[src/rtl/handshake_pkg.sv]
// Shared types and LFSR helpers for the handshake_if receiving side.
// Back-pressure modes and the Galois LFSR step live here so the bench and RTL agree on names.
package handshake_pkg;

    typedef enum logic [1:0] {
        RM_ALWAYS = 2'd0,
        RM_LFSR   = 2'd1,
        RM_NEVER  = 2'd2,
        RM_RSVD   = 2'd3
    } ready_mode_e;

    localparam logic [15:0] LFSR_TAPS = 16'hB400;

    // Right-shifting Galois form: the bit shifted out selects whether the taps are applied.
    function automatic logic [15:0] lfsr_step(input logic [15:0] s);
        logic [15:0] shifted;
        shifted = {1'b0, s[15:1]};
        return s[0] ? (shifted ^ LFSR_TAPS) : shifted;
    endfunction

    // An all-zero state locks the LFSR up, so a zero seed is replaced.
    function automatic logic [15:0] lfsr_seed_fix(input logic [15:0] seed);
        return (seed == 16'h0000) ? 16'h0001 : seed;
    endfunction

endpackage

[src/rtl/handshake_lfsr.sv]
// 16-bit Galois LFSR that free-runs every cycle; exposes both the current and the next state
// so callers can register a function of the next state without an extra cycle of lag.
module handshake_lfsr
    import handshake_pkg::*;
#(
    parameter logic [15:0] SEED = 16'hACE1
) (
    input  logic        clk,
    input  logic        rst,
    output logic [15:0] state,
    output logic [15:0] state_next
);

    localparam logic [15:0] SEED_EFF = lfsr_seed_fix(SEED);

    always_comb begin
        state_next = lfsr_step(state);
    end

    always_ff @(posedge clk or negedge rst) begin
        if (!rst) begin
            state <= SEED_EFF;
        end else begin
            state <= state_next;
        end
    end

endmodule

[src/rtl/handshake_sink.sv]
// Receiving end of handshake_if: registered back-pressure (always / LFSR / never), an FWFT
// buffer drained through a simple read port, and beat/stall statistics.
module handshake_sink
    import handshake_pkg::*;
#(
    parameter int          DATA_BITS = 8,
    parameter int          DEPTH     = 8,
    parameter logic [15:0] LFSR_SEED = 16'hACE1
) (
    input  logic                     clk,
    input  logic                     rst,
    input  logic                     s_valid,
    output logic                     s_ready,
    input  logic [DATA_BITS-1:0]     s_data,
    input  logic [1:0]               ready_mode,
    input  logic                     rd_en,
    output logic [DATA_BITS-1:0]     rd_data,
    output logic                     rd_empty,
    output logic [$clog2(DEPTH):0]   fill,
    output logic [31:0]              beat_cnt,
    output logic [31:0]              stall_cnt,
    output logic                     underflow
);

    localparam int                  PTR_W   = $clog2(DEPTH);
    localparam int                  FILL_W  = PTR_W + 1;
    localparam logic [FILL_W-1:0]   DEPTH_F = FILL_W'(DEPTH);
    localparam logic [FILL_W-1:0]   FILL_1  = FILL_W'(1);
    localparam logic [PTR_W-1:0]    PTR_1   = PTR_W'(1);

    function automatic logic [31:0] sat_inc32(input logic [31:0] v);
        return (v == 32'hFFFF_FFFF) ? v : v + 32'd1;
    endfunction

    logic [DATA_BITS-1:0] mem [DEPTH];
    logic [PTR_W-1:0]     wr_ptr;
    logic [PTR_W-1:0]     rd_ptr;

    logic [15:0]          lfsr_state;
    logic [15:0]          lfsr_next;

    logic                 push;
    logic                 pop;
    logic                 stall;
    logic [FILL_W-1:0]    fill_nxt;
    logic [FILL_W-1:0]    fill_after_pop;
    logic [PTR_W-1:0]     wr_ptr_nxt;
    logic [PTR_W-1:0]     rd_ptr_nxt;
    logic                 bypass;
    logic [DATA_BITS-1:0] head_nxt;
    logic                 pattern_nxt;
    logic                 lfsr_unused;

    handshake_lfsr #(
        .SEED       (LFSR_SEED)
    ) u_lfsr (
        .clk        (clk),
        .rst        (rst),
        .state      (lfsr_state),
        .state_next (lfsr_next)
    );

    // Only bit 0 of the next state drives the pattern; the rest is deliberately left unused.
    assign lfsr_unused = ^{lfsr_state, lfsr_next[15:1]};

    assign rd_empty = (fill == '0);
    assign push     = s_valid && s_ready;
    assign pop      = rd_en && !rd_empty;
    assign stall    = s_valid && !s_ready;

    always_comb begin
        fill_nxt = fill;
        case ({push, pop})
            2'b10:   fill_nxt = fill + FILL_1;
            2'b01:   fill_nxt = fill - FILL_1;
            default: fill_nxt = fill;
        endcase
    end

    always_comb begin
        wr_ptr_nxt = push ? (wr_ptr + PTR_1) : wr_ptr;
        rd_ptr_nxt = pop  ? (rd_ptr + PTR_1) : rd_ptr;
    end

    // When the pop leaves nothing behind, the beat being pushed becomes the head directly.
    always_comb begin
        fill_after_pop = pop ? (fill - FILL_1) : fill;
        bypass         = push && (fill_after_pop == '0);
        head_nxt       = bypass ? s_data : mem[rd_ptr_nxt];
    end

    always_comb begin
        case (ready_mode_e'(ready_mode))
            RM_ALWAYS: pattern_nxt = 1'b1;
            RM_LFSR:   pattern_nxt = lfsr_next[0];
            default:   pattern_nxt = 1'b0;
        endcase
    end

    // Storage carries data only, so it needs no reset; fill guards every read of it.
    always_ff @(posedge clk) begin
        if (push) begin
            mem[wr_ptr] <= s_data;
        end
    end

    always_ff @(posedge clk or negedge rst) begin
        if (!rst) begin
            s_ready   <= 1'b0;
            fill      <= '0;
            wr_ptr    <= '0;
            rd_ptr    <= '0;
            rd_data   <= '0;
            beat_cnt  <= '0;
            stall_cnt <= '0;
            underflow <= 1'b0;
        end else begin
            s_ready <= pattern_nxt && (fill_nxt < DEPTH_F);
            fill    <= fill_nxt;
            wr_ptr  <= wr_ptr_nxt;
            rd_ptr  <= rd_ptr_nxt;
            if (fill_nxt != '0) begin
                rd_data <= head_nxt;
            end
            if (push) begin
                beat_cnt <= beat_cnt + 32'd1;
            end
            if (stall) begin
                stall_cnt <= sat_inc32(stall_cnt);
            end
            if (rd_en && rd_empty) begin
                underflow <= 1'b1;
            end
        end
    end

endmodule

[config.mk]
export PLATFORM = sky130hd
export DESIGN_NAME = handshake_sink
export DESIGN_NICKNAME = d
export VERILOG_FILES = /design/src/rtl/handshake_pkg.sv /design/src/rtl/handshake_lfsr.sv /design/src/rtl/handshake_sink.sv
export SDC_FILE = /design/constraint.sdc
export NUM_CORES = 1
export LEC_CHECK = 0
export BUFFER_PORTS_ARGS = -buffer_cell sky130_fd_sc_hd__clkbuf_2
export CELL_PAD_IN_SITES_DETAIL_PLACEMENT = 0
export CELL_PAD_IN_SITES_GLOBAL_PLACEMENT = 1
export CORE_MARGIN = 4
export CORE_UTILIZATION = 47
export DETAILED_ROUTE_END_ITERATION = 10
export PLACE_DENSITY = 0.83
export SYNTH_ARGS = -nofsm -noshare
export SYNTH_HDL_FRONTEND = slang
export SYNTH_SLANG_ARGS = --single-unit
[constraint.sdc]
create_clock -name clk -period 4.64 [get_ports clk]
set_clock_uncertainty 0.1 [all_clocks]
set_input_delay 0.928 -clock clk [delete_from_list [all_inputs] [get_ports clk]]
set_output_delay 0.928 -clock clk [all_outputs]
set_load 0.02 [all_outputs]
==> flow_summary.ini, run 1 <==
[synthesis]
netlist-cell-type-count = 50
async_reset_ff_share_pct = 61.0
ys_seq_area_share_pct = 62.4
ys_ff_latch = 164
syn_inst = 563
synth.avg_cell_area_um2 = 12.6
synth-edff-count = 64
syn_area_um2 = 7110
yosysWarningCount = 0
synth_fp_nets = 585
ys.flop_type = dfrtp_1

[worst_setup_path]
r2r_start = fill[0]
crit_path_start = fill[0]
crit_chain = inv_1, ha_1, or3b_2, and2_0, ha_1, a221o_1, a21o_1, or4_4, nand2_2, o221a_1
crit_path_end = rd_data[1]
cp-end-kind = flop
critPathRequiredTime_ns = 4.89
crit_path_start_kind = flop
crit_arrival_ns = 4.00
cpMaxStageDelayCell = or4_4
crit_type = flop to flop
path_common_cell = ha_1
r2r_slack_ns = 0.89
r2r_end = rd_data[1]
path_max_fanout = 17
cpPeakStageDelay_ns = 0.61
r2r_cells = 10

[placed_design]
dp_hpwl_um = 10500
postPlaceCellArea_um2 = 7780
numPortBuffers = 92
gp_congestion = 0.853
pre_cts_slack_ns = 0.845

[clocking]
cts_buffers = 17
clk_pin_slew_worst_paths_ns = 0.06
cts_tree = yes
cts.root.buffer_cell = clkbuf_16
cts.htree.levels = 4
insertion_delay_ns = 0.42
cts_buffer_depth = 2
post_cts_buffers = 0
clock-sinks = 164
cts_hold_buffers = 0
ctsResizeCount = 0

[route]
wl_per_cell_um = 18.0
wirelength_um = 15500
drc = 0
firstDrtPassIters = 4
via_per_inst = 5.51
ant_nets = 0
drtIter0Drc = 263
via_count = 4736

[pwr]
combPwrFrac_pct = 28.0
internal_power_mw = 3.11
leakage_nw = 3.64
seqPwrFrac_pct = 40.8
ir_worst_vdd_mv = 0.309
power_density_nw_per_um2 = 555
clock_power_share_pct = 31.2
p_sw_share_pct = 33.2
p_sw_mw = 1.55

[timing]
slew_viol_final = 0
worst_pin_slew_ns = 1.05
relSlewSlack_pct = 29.7
finalHoldViolCount = 0
finalWorstPathRequiredPeriod_ns = 3.75
fin_ws_ns = 0.891
max_freq_mhz = 267
setup_viol = 0
fin_setup_tns_ns = 0
fin_crit_sh_pct = 80.8
grt_setup_unrepaired = false
holdWs_ns = 0.250

[global_routing]
grt_max_degree = 77
antenna_found_initial = 0
grt_pass1_vias = 4778
track_usage_pct = 18.6
gr-total-overflow = 0
grt_pass1_wl_um = 24600

[floorplanning]
core_um2 = 14700
chipHeight_um = 131
die_w_um = 131
rows = 44
initial_core_util_pct = 48.4
dieArea_um2 = 17200
boundaryPins = 93

[finish]
stdcell_area_um2 = 8400
final_net_count = 684
syn2layout_area_growth_pct = 18.2
drive_above_1_share_pct = 23.0
antenna_cells = 0

[status]
outcome = finished, final reports clean

[worst_hold_path]
min_path_type = flop to flop

[run]
cap_violations = 0
stage by stage:
step / power (mW) / util, % / cells
final: 4.66 / 57.2 / 859
after global routing: 4.91 / 57.2 / 859
after CTS: 4.70 / 57.2 / 859
after detailed placement: 3.23 / 52.9 / 827
after global placement: 3.18 / 52.9 / 827
after floorplan: 2.86 / - / 563
cells in the final DEF (no fill, tap or decap), types with 3 or more instances in the layout:
cell | Yosys | routed
o221a_2 | 5 | 5
a221o_1 | 9 | 9
clkbuf_16 | 0 | 20
and4_1 | 5 | 5
xor2_1 | 20 | 20
nand3_1 | 26 | 26
edfxtp_1 | 64 | 64
nand4_1 | 17 | 17
nor4_1 | 3 | 3
o221a_1 | 3 | 3
a22oi_1 | 9 | 9
o32ai_1 | 8 | 8
o21ai_0 | 3 | 3
buf_4 | 0 | 9
mux2i_1 | 33 | 33
clkinv_2 | 0 | 3
dfstp_2 | 8 | 8
o211ai_1 | 9 | 9
and3_1 | 11 | 11
xnor2_1 | 49 | 49
inv_1 | 12 | 12
nor3_1 | 9 | 7
nor2_1 | 54 | 54
nand2_1 | 47 | 47
nor2b_1 | 4 | 4
a21oi_1 | 3 | 3
clkbuf_2 | 1 | 91
or3_1 | 4 | 4
dfrtp_1 | 92 | 91
ha_1 | 8 | 8
or4_1 | 4 | 4
synth_stat cells (2+ instances only):
cell type / instances / area share (%)
a211oi_1: 2 / 0.21
a21o_1: 2 / 0.21
a21oi_1: 3 / 0.21
a221o_1: 9 / 1.3
a22oi_1: 9 / 0.95
and3_1: 11 / 0.97
and4_1: 5 / 0.62
buf_2: 4 / 0.28
buf_6: 3 / 0.47
clkbuf_1: 11 / 0.58
dfrtp_1: 92 / 32
dfstp_2: 8 / 3.0
edfxtp_1: 64 / 27
ha_1: 8 / 1.4
inv_1: 12 / 0.63
mux2i_1: 33 / 4.6
nand2_1: 47 / 2.5
nand3_1: 26 / 1.8
nand4_1: 17 / 1.5
nor2_1: 54 / 2.9
nor2b_1: 4 / 0.35
nor3_1: 9 / 0.63
nor3b_1: 3 / 0.32
nor4_1: 3 / 0.26
nor4b_1: 2 / 0.25
o211ai_1: 9 / 0.95
o21ai_0: 3 / 0.21
o221a_1: 3 / 0.47
o221a_2: 5 / 0.79
o31ai_1: 2 / 0.21
o32ai_1: 8 / 0.99
or3_1: 4 / 0.35
or4_1: 4 / 0.42
xnor2_1: 49 / 6.0
xor2_1: 20 / 2.5
registers in the layout, indices dropped and copies added (netlist names):
register      count
mem              64
beat_cnt         32
stall_cnt        32
u_lfsr.state     16
rd_data           8
fill              4
rd_ptr            3
wr_ptr            3
s_ready           1
underflow         1
worst min path at each step:
stage | startpoint | end | slack [ns] | cells after the start
floorplan | u_lfsr.state[2] | u_lfsr.state[1] | 0.23 | 0
global placement | u_lfsr.state[9] | u_lfsr.state[8] | 0.24 | 0
detailed placement | u_lfsr.state[9] | u_lfsr.state[8] | 0.23 | 0
CTS | u_lfsr.state[9] | u_lfsr.state[8] | 0.25 | 0
global route | u_lfsr.state[9] | u_lfsr.state[8] | 0.25 | 0
finish | u_lfsr.state[2] | u_lfsr.state[1] | 0.25 | 0
cell type report:
class	instances	area (um2)
fill	1217	6290
sequential	164	4440
timing repair buffer	100	523
multi-input combinational	366	2540
clock buffer	22	512
inverter	13	48.8
clock inverter	10	115
tap	184	230
per-layer routing:
layer	global-route usage [%]	part of all wire, %	wire, um	vias to the layer above
li1	-	-	-	2256
met1	23.6	44	6760	2353
met2	30.8	50	7680	112
met3	5.69	5.4	827	15
met4	5.93	1.2	183	0
met5	0	0	0	-
cells by family after synthesis:
| kind of cell | count (synthesis) | synth area share, % |
|---|---|---|
| compound gates | 59 | 7.14 |
| xor+xnor | 69 | 8.50 |
| fa+ha+maj | 8 | 1.41 |
| buf+inv | 33 | 2.15 |
| flops | 164 | 62.4 |
| mux | 34 | 4.80 |
| simple gates | 196 | 13.7 |
worst max-delay path: cells and delay by family (launching register included):
family | cells | cell delay, ns
adder cells (fa/ha/maj) | 2 | 0.65
buffers and inverters | 1 | 0.09
flip-flops | 1 | 0.47
AND/OR/NAND/NOR | 4 | 1.64
AO/OA/AOI/OAI | 3 | 0.73
power by group through the flow:
stage	sequential (mW)	combinational [mW]	clock (mW)
after CTS	1.90	1.32	1.48
after global placement	1.91	1.27	0
final	1.90	1.31	1.45
after global routing	1.93	1.43	1.55
after detailed placement	1.93	1.30	0
after floorplan	1.90	0.956	0
Note: power is estimated with default switching activity, not from simulation.
==> run 2: changes to the inputs <==
Settings changed: CORE_UTILIZATION 47 to 42, PLACE_DENSITY 0.83 to 0.78.
Clock period 4.64 ns to 3.3 ns, I/O delays scaled along.
==> run 2 against run 1 <==
Effect of this change: flip-flop and latch count unchanged; clock power increased by 37%; combinational power increased by 62%; first-iteration DRC count increased by 12%; critical endpoint is now rd_data[0].
==> flow_summary.ini, run 2 (synthesis results as in run 1) <==
[route]
ant_nets = 0
wirelength_um = 15700
via_count = 4766
drtIter0Drc = 295
via_per_inst = 5.24
drc = 0
wl_per_cell_um = 17.3
firstDrtPassIters = 4

[clocking]
clk_pin_slew_worst_paths_ns = 0.07
clock-sinks = 164
cts_tree = yes
cts_buffers = 17
cts_buffer_depth = 2
cts_hold_buffers = 0
cts.root.buffer_cell = clkbuf_16
cts.htree.levels = 4
insertion_delay_ns = 0.42

[timing]
max_freq_mhz = 319
grt_setup_unrepaired = false
holdWs_ns = 0.180
finalWorstPathRequiredPeriod_ns = 3.14
relSlewSlack_pct = 46.1
worst_pin_slew_ns = 0.805
slew_viol_final = 0
setup_viol = 0
fin_crit_sh_pct = 95.1
fin_ws_ns = 0.161
finalHoldViolCount = 0

[global_routing]
track_usage_pct = 16.3
gr-total-overflow = 0
grt_max_degree = 57
grt_pass1_vias = 4820
grt_pass1_wl_um = 25200
antenna_found_initial = 0

[finish]
mostFrequentLayoutCells = clkbuf_2 (91), dfrtp_1 (89), edfxtp_1 (64)
largest_registers = mem x64, beat_cnt x32, stall_cnt x32
largest_reg_flops = 64
top_register = mem
utilization_pct = 51.8
antenna_cells = 0
layout_commonest_cell = clkbuf_2
fillers = 1478
drive_above_1_share_pct = 25.8
final_net_count = 699
syn2layout_area_growth_pct = 20.8

[pwr]
leakage_nw = 3.71
ir_worst_vdd_mv = 0.436
power_density_nw_per_um2 = 775

[worst_setup_path]
crit_path_end = rd_data[0]
crit_path_start = fill[1]
cp-end-kind = flop
critPathRequiredTime_ns = 3.51
r2r_slack_ns = 0.16
crit_type = flop to flop
path_max_fanout = 8
r2r_start = fill[1]
crit_path_start_kind = flop
crit_arrival_ns = 3.35
r2r_cells = 10
r2r_end = rd_data[0]

[floorplanning]
die_w_um = 138
initial_core_util_pct = 42.9
core_um2 = 16600
dieArea_um2 = 19100
chipHeight_um = 138
rows = 47
boundaryPins = 93

[worst_hold_path]
min_path_type = primary input to async pin

[status]
outcome = finished, final reports clean

[placed_design]
numPortBuffers = 92
pre_cts_slack_ns = 0.102
gp_congestion = 0.787
dp_hpwl_um = 10900

[run]
cap_violations = 0
run 2: stage by stage:
step / power, mW / instance area [um2] / TNS, ns / instances
2_1_floorplan: 4.09 / 7170 / -0.641 / 563
3_5_place_dp: 4.63 / 7940 / 0 / 874
6_report: 6.66 / 8590 / 0 / 910
4_1_cts: 6.62 / 8530 / 0 / 906
5_1_grt: 7.02 / 8590 / 0 / 910
3_3_place_gp: 4.55 / 7940 / 0 / 874
run 2: worst min path at each step:
stage | to | slack [ns] | cells after the start
3_3_place_gp | u_lfsr.state[7] | 0.24 | 0
3_5_place_dp | u_lfsr.state[8] | 0.24 | 0
6_report | beat_cnt[18] | 0.18 | 1
4_1_cts | beat_cnt[18] | 0.21 | 1
5_1_grt | beat_cnt[18] | 0.24 | 1
2_1_floorplan | u_lfsr.state[1] | 0.23 | 0
run 2: cell type report:
| type | count | area, um2 | area share, % |
|---|---|---|---|
| timing repair buffer | 113 | 633 | 7.37 |
| tap | 220 | 275 | 3.20 |
| clock buffer | 19 | 453 | 5.27 |
| inverter | 13 | 48.8 | 0.568 |
| sequential | 164 | 4440 | 51.7 |
| clock inverter | 13 | 143 | 1.66 |
| multi-input combinational | 368 | 2600 | 30.3 |
run 2: power breakdown:
part	internal [mW]	switching (mW)
Combinational	0.898	1.22
Clock	1.16	0.814
Sequential	2.33	0.227
run 2: timing repair:
item,CTS,global route
gates resized for setup,0,6
setup endpoints to repair,0,8
setup buffers,0,2
run 2: per-layer routing:
metal	vias up	wire [um]	GRT usage (%)
met3	17	684	4.42
met5	-	0	0
li1	2292	-	-
met2	96	7880	27.4
met1	2361	6920	20.6
met4	0	240	5.36
run 2: worst max-delay path, stage by stage, from the launching register on:
cell and delay [ns]:
dfrtp_2 0.43, inv_2 0.07, ha_4 0.14, or3b_4 0.42, and2_4 0.21, ha_4 0.25, a221o_1 0.28, a21o_1 0.18
buf_4 0.15, or4_4 0.51, o221a_2 0.28
